<file path="src/rtl/booth_mac_collector.sv">
// -----------------------------------------------------------------------------
// booth_mac_collector
//   Collects products from a Booth multiplier. Each rising edge of the
//   multiplier's ready level captures one product. The product is
//   sign-extended and added into a saturating signed accumulator. The pair
//   {product, running sum} is then queued in a small FIFO, which a
//   valid/ready port drains. The FIFO head is registered (not fall-through),
//   so a pushed entry reaches the head one cycle after the capture edge.
//
// Ports
//   clk, rst_n   clock (rising edge), asynchronous active-low reset
//   prod_in      signed product from the multiplier
//   prod_rdy     multiplier ready level; a low->high transition captures
//   acc_clear    synchronous accumulator clear (pulse or level)
//   out_valid    head entry present
//   out_ready    consumer accepts the head entry
//   out_prod     head entry: captured product
//   out_acc      head entry: accumulator value after that product
//   fifo_count   current FIFO occupancy
//   sat          sticky saturation flag since the last clear or reset
//   drop         one-cycle pulse: a product was lost because the FIFO was full
// -----------------------------------------------------------------------------
module booth_mac_collector #(
  parameter int OPERAND_BITS = 4,
  parameter int ACC_BITS     = 16,
  parameter int FIFO_DEPTH   = 4
) (
  input  logic                            clk,
  input  logic                            rst_n,
  input  logic [2*OPERAND_BITS-1:0]       prod_in,
  input  logic                            prod_rdy,
  input  logic                            acc_clear,
  output logic                            out_valid,
  input  logic                            out_ready,
  output logic [2*OPERAND_BITS-1:0]       out_prod,
  output logic [ACC_BITS-1:0]             out_acc,
  output logic [$clog2(FIFO_DEPTH+1)-1:0] fifo_count,
  output logic                            sat,
  output logic                            drop
);

  localparam int PW = 2 * OPERAND_BITS;
  localparam int AW = (FIFO_DEPTH > 1) ? $clog2(FIFO_DEPTH) : 1;
  localparam int CW = $clog2(FIFO_DEPTH + 1);

  localparam logic [ACC_BITS-1:0] ACC_MAX = {1'b0, {(ACC_BITS-1){1'b1}}};
  localparam logic [ACC_BITS-1:0] ACC_MIN = {1'b1, {(ACC_BITS-1){1'b0}}};

  // State
  logic                rdy_q;
  logic [ACC_BITS-1:0] acc_q,       acc_d;
  logic                sat_q,       sat_d;
  logic                drop_q,      drop_d;
  logic [AW-1:0]       wr_ptr_q,    wr_ptr_d;
  logic [AW-1:0]       rd_ptr_q,    rd_ptr_d;
  logic [CW-1:0]       count_q,     count_d;
  logic                out_valid_q, out_valid_d;
  logic [PW-1:0]       out_prod_q,  out_prod_d;
  logic [ACC_BITS-1:0] out_acc_q,   out_acc_d;

  logic [PW-1:0]       prod_mem [FIFO_DEPTH];
  logic [ACC_BITS-1:0] acc_mem  [FIFO_DEPTH];

  // Datapath / control
  logic                cap, pop, push, full, clamp;
  logic [ACC_BITS-1:0] base, result;
  logic [ACC_BITS:0]   sum;
  logic [CW-1:0]       visible;

  always_comb begin
    cap  = prod_rdy & ~rdy_q;
    pop  = out_valid_q & out_ready;
    full = (count_q == CW'(FIFO_DEPTH));
    // A pop in the same cycle frees the slot a full FIFO needs for the push.
    push = cap & (~full | pop);

    base = acc_clear ? '0 : acc_q;
    // One guard bit: overflow shows up as a disagreement of the top two bits.
    sum    = {base[ACC_BITS-1], base}
           + {{(ACC_BITS+1-PW){prod_in[PW-1]}}, prod_in};
    clamp  = (sum[ACC_BITS] != sum[ACC_BITS-1]);
    result = clamp ? (sum[ACC_BITS] ? ACC_MIN : ACC_MAX) : sum[ACC_BITS-1:0];

    // NOTE: every always_comb output gets a default first so no path infers a latch.
    acc_d = acc_q;
    sat_d = sat_q;
    if (push) begin
      acc_d = result;
      sat_d = (acc_clear ? 1'b0 : sat_q) | clamp;
    end else if (acc_clear) begin
      acc_d = '0;
      sat_d = 1'b0;
    end

    drop_d   = cap & ~push;
    wr_ptr_d = push ? wr_ptr_q + AW'(1) : wr_ptr_q;
    rd_ptr_d = pop  ? rd_ptr_q + AW'(1) : rd_ptr_q;
    count_d  = count_q + CW'(push) - CW'(pop);

    // The head register only sees entries already in memory before this edge,
    // which gives a pushed entry its one cycle of latency to the head.
    visible     = count_q - CW'(pop);
    out_valid_d = (visible != '0);
    out_prod_d  = out_prod_q;
    out_acc_d   = out_acc_q;
    if (visible != '0) begin
      out_prod_d = prod_mem[rd_ptr_d];
      out_acc_d  = acc_mem[rd_ptr_d];
    end
  end

  // NOTE: sequential state uses non-blocking assignments so every flop samples pre-edge values.
  always_ff @(posedge clk or negedge rst_n) begin
    if (!rst_n) begin
      rdy_q       <= 1'b1;
      acc_q       <= '0;
      sat_q       <= 1'b0;
      drop_q      <= 1'b0;
      wr_ptr_q    <= '0;
      rd_ptr_q    <= '0;
      count_q     <= '0;
      out_valid_q <= 1'b0;
      out_prod_q  <= '0;
      out_acc_q   <= '0;
    end else begin
      rdy_q       <= prod_rdy;
      acc_q       <= acc_d;
      sat_q       <= sat_d;
      drop_q      <= drop_d;
      wr_ptr_q    <= wr_ptr_d;
      rd_ptr_q    <= rd_ptr_d;
      count_q     <= count_d;
      out_valid_q <= out_valid_d;
      out_prod_q  <= out_prod_d;
      out_acc_q   <= out_acc_d;
    end
  end

  // NOTE: storage is not reset; count gates every read, so stale contents are never visible.
  always_ff @(posedge clk) begin
    if (push) begin
      prod_mem[wr_ptr_q] <= prod_in;
      acc_mem[wr_ptr_q]  <= result;
    end
  end

  assign out_valid  = out_valid_q;
  assign out_prod   = out_prod_q;
  assign out_acc    = out_acc_q;
  assign fifo_count = count_q;
  assign sat        = sat_q;
  assign drop       = drop_q;

endmodule

</file>
<file path="config.mk">
export PLATFORM = sky130hd
export DESIGN_NAME = booth_mac_collector
export DESIGN_NICKNAME = d
export VERILOG_FILES = /design/src/rtl/booth_mac_collector.sv
export SDC_FILE = /design/constraint.sdc
export NUM_CORES = 1
export LEC_CHECK = 0
export CAP_MARGIN = 40
export CORE_ASPECT_RATIO = 1.75
export CORE_MARGIN = 4
export CORE_UTILIZATION = 35
export DETAILED_ROUTE_END_ITERATION = 10
export SLEW_MARGIN = 20
export SYNTH_ARGS = -nofsm -noshare
export SYNTH_HDL_FRONTEND = slang
export SYNTH_SLANG_ARGS = --single-unit
export TNS_END_PERCENT = 100
</file>
<file path="constraint.sdc">
create_clock -name clk -period 4.4 [get_ports clk]
set_input_delay 0.66 -clock clk [delete_from_list [all_inputs] [get_ports clk]]
set_output_delay 0.66 -clock clk [all_outputs]
set_load 0.005 [all_outputs]
</file>
==> summary.txt <==
Detailed routing
  • DRT Pass-1 Iters: 5
  • Vias: 3661
  • Vias per cell: 5.02
  • Total wire length: 13.3 mm
  • DRC: 0
  • DRT iter0 DRCs: 187
  • Antenna Nets Post-Route: 0
  • WL/cell: 18.2 um

Yosys
  • Syn Inst Count: 421
  • Post-synth top area cell: edfxtp_1
  • Warnings, synthesis: 0
  • Top post-synthesis cells by area: edfxtp_1 43%, dfrtp_1 19%, mux4_2 8.0%, mux2_2 4.7%, ha_1 4.3%
  • Number of synthesized flops with an enable pin: 96
  • Syn Nets: 459
  • Syn Area/Cell: 16.0 um^2
  • Netlist cell types: 59
  • Yosys top cell area share: 42.9%
  • Share of the yosys chip area belonging to registers: 61.9%
  • Synth async-reset ratio: 34.7%
  • Number of synthesized register bits: 147
  • Cell Area, Synth: 6720 um^2
  • Synth Flop Type: edfxtp_1

Clocking
  • TritonCTS clock tree: done
  • CTS buffer count: 17
  • H-tree Lvls: 4
  • Clock sink total: 147
  • CTS root buffer: clkbuf_16
  • Clock-pin slew on the worst setup and hold paths: 0.06 ns
  • CTS hold repair buffers: 0
  • CTS max path bufs: 2
  • Resized Gates After CTS: 0
  • Setup Buffers After CTS: 0
  • Worst-Skew Late Latency: 0.42 ns

Worst setup path
  • Flop2flop setup slack: 1.24 ns
  • CP startpoint: acc_clear
  • Reg-to-Reg Start: acc_q[0]
  • WP buf/inv: 2
  • CP top delay family: compound AO/OA/AOI/OAI gates
  • Crit path max fanout: 14
  • Arr. time, crit path: 4.14 ns
  • Startpoint types: input pin
  • Type of the worst setup path: input pin to flop
  • Crit path max-delay cell type: clkdlybuf4s50_1
  • Worst path required time: 4.70 ns
  • Critical path capture point type: flop
  • CP peak stage delay: 0.80 ns
  • Worst-path cell chain: clkdlybuf4s50_1, nor2b_1, ha_1, inv_1, fa_1, nor2b_4, o31ai_1, a211oi_1, a211o_4, nor2_8, a21oi_1, mux2_2

Final layout
  • Design Area, Final: 8080 um^2
  • Area growth syn-to-layout: 20.3%
  • Commonest non-fill, non-tap cell in the layout: edfxtp_1
  • Post-Layout Cell Count: 730
  • Fin nets: 517
  • Ant. Diodes: 0
  • Commonest cells after routing, fill and taps aside: 96 x edfxtp_1, 50 x dfrtp_1, 41 x clkdlybuf4s50_1
  • Layout cells sized above 1: 25.0%

Place
  • DP HPWL: 9.06 mm
  • Port Buffers: 42
  • DP Cell Count: 698
  • GP Congestion: 0.915
  • Placed inst area: 7450 um^2

Floorplanning
  • Die height: 191 um
  • Die X: 113 um
  • I/O pin count: 43
  • Core footprint: 18700 um^2
  • Die area: 21600 um^2
  • Initial Util: 35.8%
  • Row cnt: 66

STA
  • Max-slew violations: 0
  • Worst Max-Slew Pin Slew: 0.711 ns
  • Slew Limit Headroom: 52.6%
  • Final period util: 87.3%
  • Setup TNS: 0 ns
  • Setup violators final: 0
  • Tmin final: 3.84 ns
  • Unrepaired setup endpoints after global routing: false
  • Final Hold Fails: 0
  • Fmax: 0.260 GHz
  • Clock skew: 0.0116 ns

Global route
  • Largest net degree at the start of global routing: 52
  • Grt ovf: 0
  • Tot GR Track Use: 13.1%
  • Number of global-route vias before repair: 4105
  • First-pass GRT wire length: 21.6 mm
  • Number of antenna violations at the first check in global routing: 0

Power
  • Peak supply drop: 0.365 mV
  • Pwr dens: 681 nW/um^2
  • P_leak: 3.04 nW

Min path
  • Worst min-delay path class: input pin to asynchronous set/reset pin

Run status
  • Status: finished, final reports clean

Flow run
  • Max_cap viols: 0
[power breakdown]
part	leakage, nW	switching [W]	internal [W]
clock	0.300	0.000566	0.000956
sequential	1.49	0.000126	0.00187
combinational	1.26	0.000913	0.00107
total	3.04	0.00161	0.00390
[per-layer routing]
layer | share of wire [%] | track usage, %
met5 | 0 | 0
met4 | 3.4 | 7.68
met3 | 2.5 | 2.31
met2 | 56 | 23.8
met1 | 38 | 14.1
[final timing paths]
kind	end	cells past startpoint
max	acc_q[4]	12
min	out_acc[4]	2
max reg2reg	acc_q[4]	11
min reg2reg	out_prod[7]	1
max in group asynchronous	out_acc[11]	2
min in group clk	out_prod[7]	1
[cells in the mapped netlist (4+ instances only)]
library cell / number
mux2_2: 28
inv_1: 16
clkbuf_1: 8
and2_1: 6
mux2_4: 7
dfrtp_1: 50
edfxtp_1: 96
a21oi_2: 6
nand2_1: 15
nor3_1: 4
mux4_2: 24
a21o_1: 4
nor2b_1: 19
xor2_1: 10
xnor2_1: 8
o21ai_0: 10
a21oi_1: 11
ha_1: 23
a211oi_1: 4
nor2_1: 14
[per-stage QoR]
stage / total power, W / util (%) / setup slack (ns) / hold slack (ns)
floorplan: 0.00338 / - / 1.18 / 0.364
global placement: 0.00401 / 39.8 / 0.338 / 0.488
detailed placement: 0.00408 / 39.8 / 0.175 / 0.496
CTS: 0.00563 / 43.1 / 0.586 / 0.404
global route: 0.00584 / 43.1 / 0.333 / 0.434
finish: 0.00551 / 43.1 / 0.560 / 0.375
[sequential cells by signal, summed over array words and instances (netlist names)]
name and flops:
drop 1, prod_mem 32, acc_q 16, out_valid 1
wr_ptr_q 2, out_prod 8, fifo_count 3, rdy_q 1
out_acc 16, acc_mem 64, rd_ptr_q 2, sat 1
[cell families (layout without fill, tap and decap cells)]
group	Yosys count	count (layout)	share of synthesized area [%]
AND/OR/NAND/NOR	80	80	6.80
XOR/XNOR	18	18	2.35
flip-flops	147	147	61.9
multiplexers	60	60	14.4
AO/OA/AOI/OAI	62	62	7.43
buffers and inverters	29	100	2.20
adder cells (fa/ha/maj)	25	25	4.88
[cell type report]
type | count | area [um^2]
Timing Repair Buffer | 52 | 490
Tap cell | 238 | 298
Clock buffer | 18 | 429
Multi-Input combinational cell | 245 | 2440
Clock inverter | 14 | 200
Sequential cell | 147 | 4160
Fill cell | 1673 | 10700
Inverter | 16 | 60.1
(Power assumes the default switching activity.)
